--- config.mk ---
export PLATFORM = sky130hd
export DESIGN_NAME = ifid_stage
export DESIGN_NICKNAME = d
export VERILOG_FILES = /design/src/rtl/ifid_stage.sv
export SDC_FILE = /design/constraint.sdc
export NUM_CORES = 1
export LEC_CHECK = 0
export ABC_AREA = 1
export BUFFER_PORTS_ARGS = -buffer_cell sky130_fd_sc_hd__buf_2
export CORE_MARGIN = 2
export CORE_UTILIZATION = 46
export DETAILED_ROUTE_END_ITERATION = 16
export GPL_TIMING_DRIVEN = 1
export PLACE_DENSITY = 0.84
export SYNTH_ARGS = -nofsm -noshare
export SYNTH_HDL_FRONTEND = slang
export SYNTH_SLANG_ARGS = --single-unit
--- constraint.sdc ---
create_clock -name clk -period 1.4 [get_ports clk]
set_clock_uncertainty 0.15 [all_clocks]
set_input_delay 0.21 -clock clk [delete_from_list [all_inputs] [get_ports clk]]
set_output_delay 0.21 -clock clk [all_outputs]
set_load 0.005 [all_outputs]
--- src/rtl/ifid_stage.sv ---
// IF/ID pipeline register with stall, flush and halt control plus a stall watchdog.
// Define IFID_STALL_CNT_EN to add the StallCount port and its total-stall counter.
module ifid_stage (
  input  logic        clk,
  input  logic        rst_n,
  input  logic        Stall,
  input  logic        Flush,
  input  logic        Halt,
  input  logic [15:0] IF_instr,
  input  logic [15:0] IF_pcInc,
  output logic [15:0] ID_instr,
  output logic [15:0] ID_pcInc,
  output logic        ID_valid,
  output logic        PC_WrEn,
  output logic        IDEX_Bubble,
  output logic        Halted,
  output logic        StallErr
`ifdef IFID_STALL_CNT_EN
  ,
  output logic [15:0] StallCount
`endif
);

  typedef enum logic [1:0] {StRun, StStall, StHalt} state_e;

  state_e      state_q, state_d;
  logic [15:0] instr_q, instr_d;
  logic [15:0] pcinc_q, pcinc_d;
  logic        valid_q, valid_d;
  logic        err_q, err_d;
  logic [2:0]  cons_q, cons_d;
  logic        advance;

  assign ID_instr    = instr_q;
  assign ID_pcInc    = pcinc_q;
  assign ID_valid    = valid_q;
  assign StallErr    = err_q;
  assign Halted      = (state_q == StHalt);
  assign advance     = valid_q & ~Stall & ~Halted;
  assign PC_WrEn     = ~Halted & ~Stall & ~(Halt & valid_q);
  assign IDEX_Bubble = Stall | ~valid_q | Halted;

  always_comb begin
    state_d = state_q;
    instr_d = instr_q;
    pcinc_d = pcinc_q;
    valid_d = valid_q;
    if (!Halted) begin
      if (Stall) begin
        state_d = StStall;
      end else if (Halt & advance) begin
        state_d = StHalt;
        instr_d = 16'h0000;
        valid_d = 1'b0;
      end else if (Flush) begin
        // pcInc is left as-is; it is meaningless while ID holds a bubble
        state_d = StRun;
        instr_d = 16'h0000;
        valid_d = 1'b0;
      end else begin
        state_d = StRun;
        instr_d = IF_instr;
        pcinc_d = IF_pcInc;
        valid_d = 1'b1;
      end
    end
  end

  // Watchdog counts consecutive stalls regardless of state and trips on the 8th.
  always_comb begin
    cons_d = 3'd0;
    if (Stall) begin
      cons_d = (cons_q == 3'd7) ? 3'd7 : cons_q + 3'd1;
    end
    err_d = err_q | (Stall & (cons_q == 3'd7));
  end

  always_ff @(posedge clk or negedge rst_n) begin
    if (!rst_n) begin
      state_q <= StRun;
      instr_q <= 16'h0000;
      pcinc_q <= 16'h0000;
      valid_q <= 1'b0;
      err_q   <= 1'b0;
      cons_q  <= 3'd0;
    end else begin
      state_q <= state_d;
      instr_q <= instr_d;
      pcinc_q <= pcinc_d;
      valid_q <= valid_d;
      err_q   <= err_d;
      cons_q  <= cons_d;
    end
  end

`ifdef IFID_STALL_CNT_EN
  logic [15:0] cnt_q, cnt_d;

  always_comb begin
    cnt_d = cnt_q;
    if (Stall && !Halted && (cnt_q != 16'hFFFF)) begin
      cnt_d = cnt_q + 16'd1;
    end
  end

  always_ff @(posedge clk or negedge rst_n) begin
    if (!rst_n) begin
      cnt_q <= 16'h0000;
    end else begin
      cnt_q <= cnt_d;
    end
  end

  assign StallCount = cnt_q;
`endif

endmodule

==> run_results.csv, run 1 <==
group,metric,value,unit
synth,yosysSeqAreaShare,59.2,%
job,maxCapViolations,0,
worst_setup_path,worstSetupEndpointType,"primary output",
routing,drtAntennaViolNets,0,
worst_setup_path,cp.required,1.04,ns
floorplanning,core_area,0.00339,sq mm
routing,routedWlPerCell,13.8,um
floorplanning,initial_core_util,48.7,%
power_and_ir_drop,p_leak,1.43,nW
place,numPortBuffers,73,
finish,nets,323,
synth,syn_nets,204,
min_path,hold_path.class,"in2reg",
run_status,violations,"setup timing",
place,gp_congestion,0.731,
sta,fin_crit,1.64,ns
routing,drt-vias-per-instance,4.83,
clock_tree,cts_tree,"yes",
global_routing,grtUsageTotal,24.5,%
synth,syn-cell-area,0.00165,sq mm
floorplanning,die_area,0.00408,sq mm
sta,setup_slack,-0.243,ns
clock_tree,clk_latency,0.33,ns
finish,n_fill_cell,210,
clock_tree,numCtsBuffers,5,
synth,yosysWarningCount,0,
power_and_ir_drop,fin_total_pwr,2.67,mW
finish,multiInputGateArea,541,sq um
floorplanning,ios,74,
sta,rsz0062_at_grt,"yes",
synth,synth-seq-cells,39,
routing,wirelength,4570,um
finish,syn2layout_area_growth,55.0,%
worst_setup_path,crit_type,"reg2out",
sta,setup_viol,3,
finish,regArea,976,sq um
sta,clock.fmax,608,MHz
clock_tree,htree_levels,2,
global_routing,grt_pass1_vias,1673,
clock_tree,clock-sinks,39,
run_status,status,"complete, but fails checks",
finish,layout-drive-gt1-share,39.5,%
routing,num_vias,1602,
clock_tree,cts_root_buffer,"clkbuf_4",
synth,syn_area_per_cell,9.93,sq um
global_routing,antenna_found_initial,0,
routing,drc,0,
finish,fin_cells,332,
clock_tree,clkTransAtPathRegs,0.12,ns
floorplanning,die_x,63.9,um
power_and_ir_drop,powerDensity,1040,mW/mm^2
sta,relSlewSlack,78.0,%
global_routing,grt_start_max_net_pins,27,
floorplanning,rows,21,
place,dpl.hpwl,2690,um
routing,first_pass_iters,4,
clock_tree,ctsLongestPathBuffers,2,
routing,drt-initial-drc-count,116,
worst_setup_path,arrival,1.28,ns
sta,tightest_slew,0.330,ns
floorplanning,die_h,63.9,um
synth,synth_cell_type_count,20,
sta,timing.final.hold_violations,0,
finish,diodes,0,
global_routing,overflow,0,
global_routing,grt_first_pass_wirelength,7550,um
sta,timing.final.crit_share,117,%
synth,synthCells,166,
worst_setup_path,cp_max_fo,3,
worst_setup_path,startpoint_type,"register",
power_and_ir_drop,peakVddDrop,0.716,mV
place,placedCellCount,287,
sta,slew_viol_final,0,
report_power, final:
part / switching [mW] / internal, mW / total [mW]
logic: 0.353 / 0.367 / 0.720
registers: 0.103 / 1.30 / 1.40
clock network: 0.356 / 0.194 / 0.550
total: 0.812 / 1.86 / 2.67
flip-flops by register name (all words and copies together) (netlist names):
register	cells
ID_instr	16
ID_pcInc	16
ID_valid	1
StallErr	1
cons_q	3
state_q	2
final timing paths:
kind / from / endpoint / slack [ns] / cells after the start
setup reg to reg: state_q[1] / ID_pcInc[3] / 0.01 / 6
hold reg to reg: StallErr / StallErr / 0.33 / 2
min in group asynchronous: rst_n / ID_instr[11] / 0.13 / 2
setup / recovery: state_q[1] / IDEX_Bubble / -0.24 / 4
max in group asynchronous: rst_n / ID_pcInc[15] / 0.52 / 3
hold / removal: Stall / StallErr / 0.08 / 3
layout make-up:
cell class / instances / share of cell area [%]
flip-flops and latches: 39 / 38.2
clock buffers: 6 / 1.62
clock inverters: 2 / 0.489
multi-input cells: 98 / 21.1
well taps: 46 / 2.25
inverters: 22 / 3.33
repair buffers: 119 / 33.0
cell usage after synthesis, drive strengths merged:
library cell	n	area, sq um
buf	6	61.3
nor2	3	11.3
clkbuf	1	3.75
ha	1	12.5
a21oi	2	21.3
nand4	17	121
inv	21	81.3
clkinv	1	3.75
o21ai	18	139
nand2	56	213
dfrtp	39	976
nand3	1	5.00
placed cells by master, fill, tap and decap left out:
| master | n |
|---|---|
| a21oi_1 | 1 |
| a21oi_4 | 1 |
| buf_12 | 3 |
| buf_2 | 72 |
| buf_4 | 8 |
| buf_6 | 2 |
| clkbuf_1 | 1 |
| clkbuf_4 | 5 |
| clkinv_1 | 1 |
| clkinv_2 | 1 |
| clkinvlp_4 | 1 |
| dfrtp_1 | 39 |
| dlygate4sd3_1 | 34 |
| ha_1 | 1 |
| inv_1 | 19 |
| inv_2 | 1 |
| inv_4 | 1 |
| nand2_1 | 52 |
| nand2_2 | 2 |
| nand2_4 | 2 |
| nand3_1 | 1 |
| nand4_1 | 16 |
| nand4_4 | 1 |
| nor2_1 | 3 |
| o21ai_0 | 5 |
| o21ai_2 | 13 |
routing by layer:
layer	vias up	GRT usage [%]	wire [um]
li1	767	-	-
met1	753	26.5	1670
met2	68	44.8	2550
met3	14	4.40	228
met4	0	13.3	116
met5	-	0	0
cells by family after synthesis:
group / count (synthesis) / share of synthesized area [%]
flops: 39 / 59.2
compound gates: 20 / 9.71
fa+ha+maj: 1 / 0.759
buf+inv: 29 / 9.10
simple gates: 77 / 21.2
stage by stage:
step	area, sq um	hold WS [ns]	setup slack (ns)	util, %	TNS, ns
floorplan	1650	-0.236	0.0437	-	0
global placement	2110	-0.0245	0.147	62.3	0
detailed placement	2110	-0.0278	0.0989	62.3	0
CTS	2550	0.0477	-0.218	75.2	-0.582
global route	2560	0.0839	-0.289	75.4	-0.979
finish	2560	0.0755	-0.243	75.4	-0.605
timing repair:
action                                  CTS  global route
gates resized for setup                   4             4
pin swaps                                 1             1
cloned                                    0             0
buffers inserted                          4             1
endpoints found under the setup margin    3            24
hold endpoints to repair                 73             0
hold buffers                             34             0
critical path, cell delays in order, from the launching register on:
cell,delay (ns)
dfrtp_1,0.43
a21oi_4,0.23
buf_6,0.14
nand2_4,0.04
buf_6,0.11
Power figures use the tool's default switching activity.
==> inputs of run 2 (changes only) <==
Settings changed: ABC_CLOCK_PERIOD_IN_PS set to 1400, RECOVER_POWER set to 25.
==> run_results.csv, run 2 (same netlist as run 1, synthesis figures left out) <==
group,metric,value,unit
routing,wirelength,4540,um
routing,drc,0,
min_path,worst_hold_startpoint,"Stall",
floorplanning,ios,74,
clock_tree,clk_latency,0.33,ns
floorplanning,core_area,0.00339,sq mm
min_path,hold_path.class,"in2reg",
run_status,status,"complete, but fails checks",
power_and_ir_drop,switching_share,30.4,%
place,numPortBuffers,73,
routing,first_pass_iters,4,
global_routing,grt_start_max_net_pins,27,
clock_tree,cts_tree,"yes",
floorplanning,initial_core_util,48.7,%
worst_setup_path,startpoint_type,"register",
floorplanning,die_area,0.00408,sq mm
global_routing,overflow,0,
power_and_ir_drop,p_sw,0.809,mW
worst_setup_path,crit_type,"reg2out",
routing,dr_wl_met3,257,um
job,maxCapViolations,0,
min_path,hold_end,"StallErr",
min_path,hold_depth,3,
sta,setup_viol,3,
worst_setup_path,r2r_slack,0.01,ns
place,gp_congestion,0.731,
power_and_ir_drop,p_leak,1.43,nW
finish,fin_cells,332,
power_and_ir_drop,fin_total_pwr,2.66,mW
power_and_ir_drop,intPower,1.85,mW
sta,timing.final.crit_share,117,%
finish,diodes,0,
power_and_ir_drop,powerDensity,1050,mW/mm^2
worst_setup_path,r2r_start,"state_q[1]",
global_routing,antenna_found_initial,0,
global_routing,grt_pass1_vias,1673,
worst_setup_path,worstSetupEndpointType,"primary output",
clock_tree,htree_levels,2,
worst_setup_path,arrival,1.28,ns
worst_setup_path,critPathLaunch,"state_q[1]",
sta,slew_viol_final,0,
place,placedCellCount,287,
place,dpl.hpwl,2690,um
worst_setup_path,r2r_cells,6,
run_status,violations,"setup timing",
routing,drtAntennaViolNets,0,
floorplanning,die_x,63.9,um
sta,relSlewSlack,51.2,%
worst_setup_path,rr_endpoint,"ID_pcInc[3]",
power_and_ir_drop,pwr-share-clk,20.6,%
worst_setup_path,cp_max_fo,3,
clock_tree,numCtsBuffers,5,
floorplanning,rows,21,
finish,syn2layout_area_growth,54.4,%
finish,final_core_util,75.1,%
routing,met1_length,1620,um
routing,routedWlPerCell,13.7,um
finish,layout-drive-gt1-share,39.2,%
global_routing,grtUsageTotal,24.5,%
routing,drt-initial-drc-count,113,
power_and_ir_drop,combPwrFrac,26.9,%
sta,fin_crit,1.64,ns
sta,setup_slack,-0.243,ns
power_and_ir_drop,pwr-share-seq,52.5,%
clock_tree,clkTransAtPathRegs,0.12,ns
clock_tree,clock-sinks,39,
sta,timing.final.hold_violations,0,
worst_setup_path,cp.required,1.04,ns
sta,finalSetupTns,-0.602,ns
sta,clock.fmax,609,MHz
clock_tree,cts_root_buffer,"clkbuf_4",
finish,nets,323,
routing,routed-wl-met2,2550,um
routing,drt-vias-per-instance,4.81,
sta,rsz0062_at_grt,"yes",
finish,final_common_cell,"buf_2",
power_and_ir_drop,peakVddDrop,0.716,mV
routing,top_layer_used,"met4",
global_routing,grt_first_pass_wirelength,7550,um
routing,num_vias,1597,
finish,layout_common_cells,"71 x buf_2, 52 x nand2_1, 39 x dfrtp_1",
clock_tree,ctsLongestPathBuffers,2,
sta,tightest_slew,0.732,ns
floorplanning,die_h,63.9,um
==> run 2: power groups by stage <==
stage | clock network (mW) | registers, mW | logic, mW
after floorplan | 0 | 1.42 | 0.269
after global routing | 0.625 | 1.42 | 0.795
after detailed placement | 0 | 1.41 | 0.604
after CTS | 0.569 | 1.39 | 0.702
final | 0.549 | 1.40 | 0.716
after global placement | 0 | 1.40 | 0.585
==> run 2: worst max-delay path by stage <==
stage	cells past startpoint	slack [ns]	end
6_report	4	-0.24	IDEX_Bubble
5_1_grt	4	-0.29	IDEX_Bubble
3_3_place_gp	4	0.15	IDEX_Bubble
2_1_floorplan	4	0.04	PC_WrEn
3_5_place_dp	5	0.1	ID_pcInc[6]
4_1_cts	4	-0.22	IDEX_Bubble
==> run 2: repair_timing <==
action	4_1_cts	5_1_grt
hold endpoints to repair	73	0
endpoints found under the setup margin	3	24
buffers inserted	4	1
hold buffers	34	0
pin swaps	1	1
gates resized for setup	4	4
==> run 2: area by class of cell <==
class | instances | area (sq um)
well taps | 46 | 57.6
repair buffers | 119 | 833
fillers | 214 | 843
clock inverters | 2 | 12.5
clock buffers | 6 | 41.3
inverters | 22 | 85.1
multi-input cells | 98 | 541
flip-flops and latches | 39 | 976
==> run 2: metrics by stage <==
stage / setup slack [ns] / instance area (sq um) / hold WS (ns)
final: -0.243 / 2550 / 0.0762
after global routing: -0.289 / 2550 / 0.0839
after CTS: -0.218 / 2550 / 0.0477
after detailed placement: 0.0989 / 2110 / -0.0278
after global placement: 0.147 / 2110 / -0.0245
after floorplan: 0.0437 / 1650 / -0.236
==> run 2: worst max-delay path: stages (launching register included) <==
cell and delay, ns:
dfrtp_1 0.43, a21oi_4 0.23, buf_6 0.14, nand2_4 0.04
buf_6 0.11
==> run 2: per-layer routing <==
| layer | up-vias | global-route usage [%] |
|---|---|---|
| li1 | 769 | - |
| met1 | 740 | 26.5 |
| met2 | 74 | 44.8 |
| met3 | 14 | 4.40 |
| met4 | 0 | 13.3 |
| met5 | - | 0 |
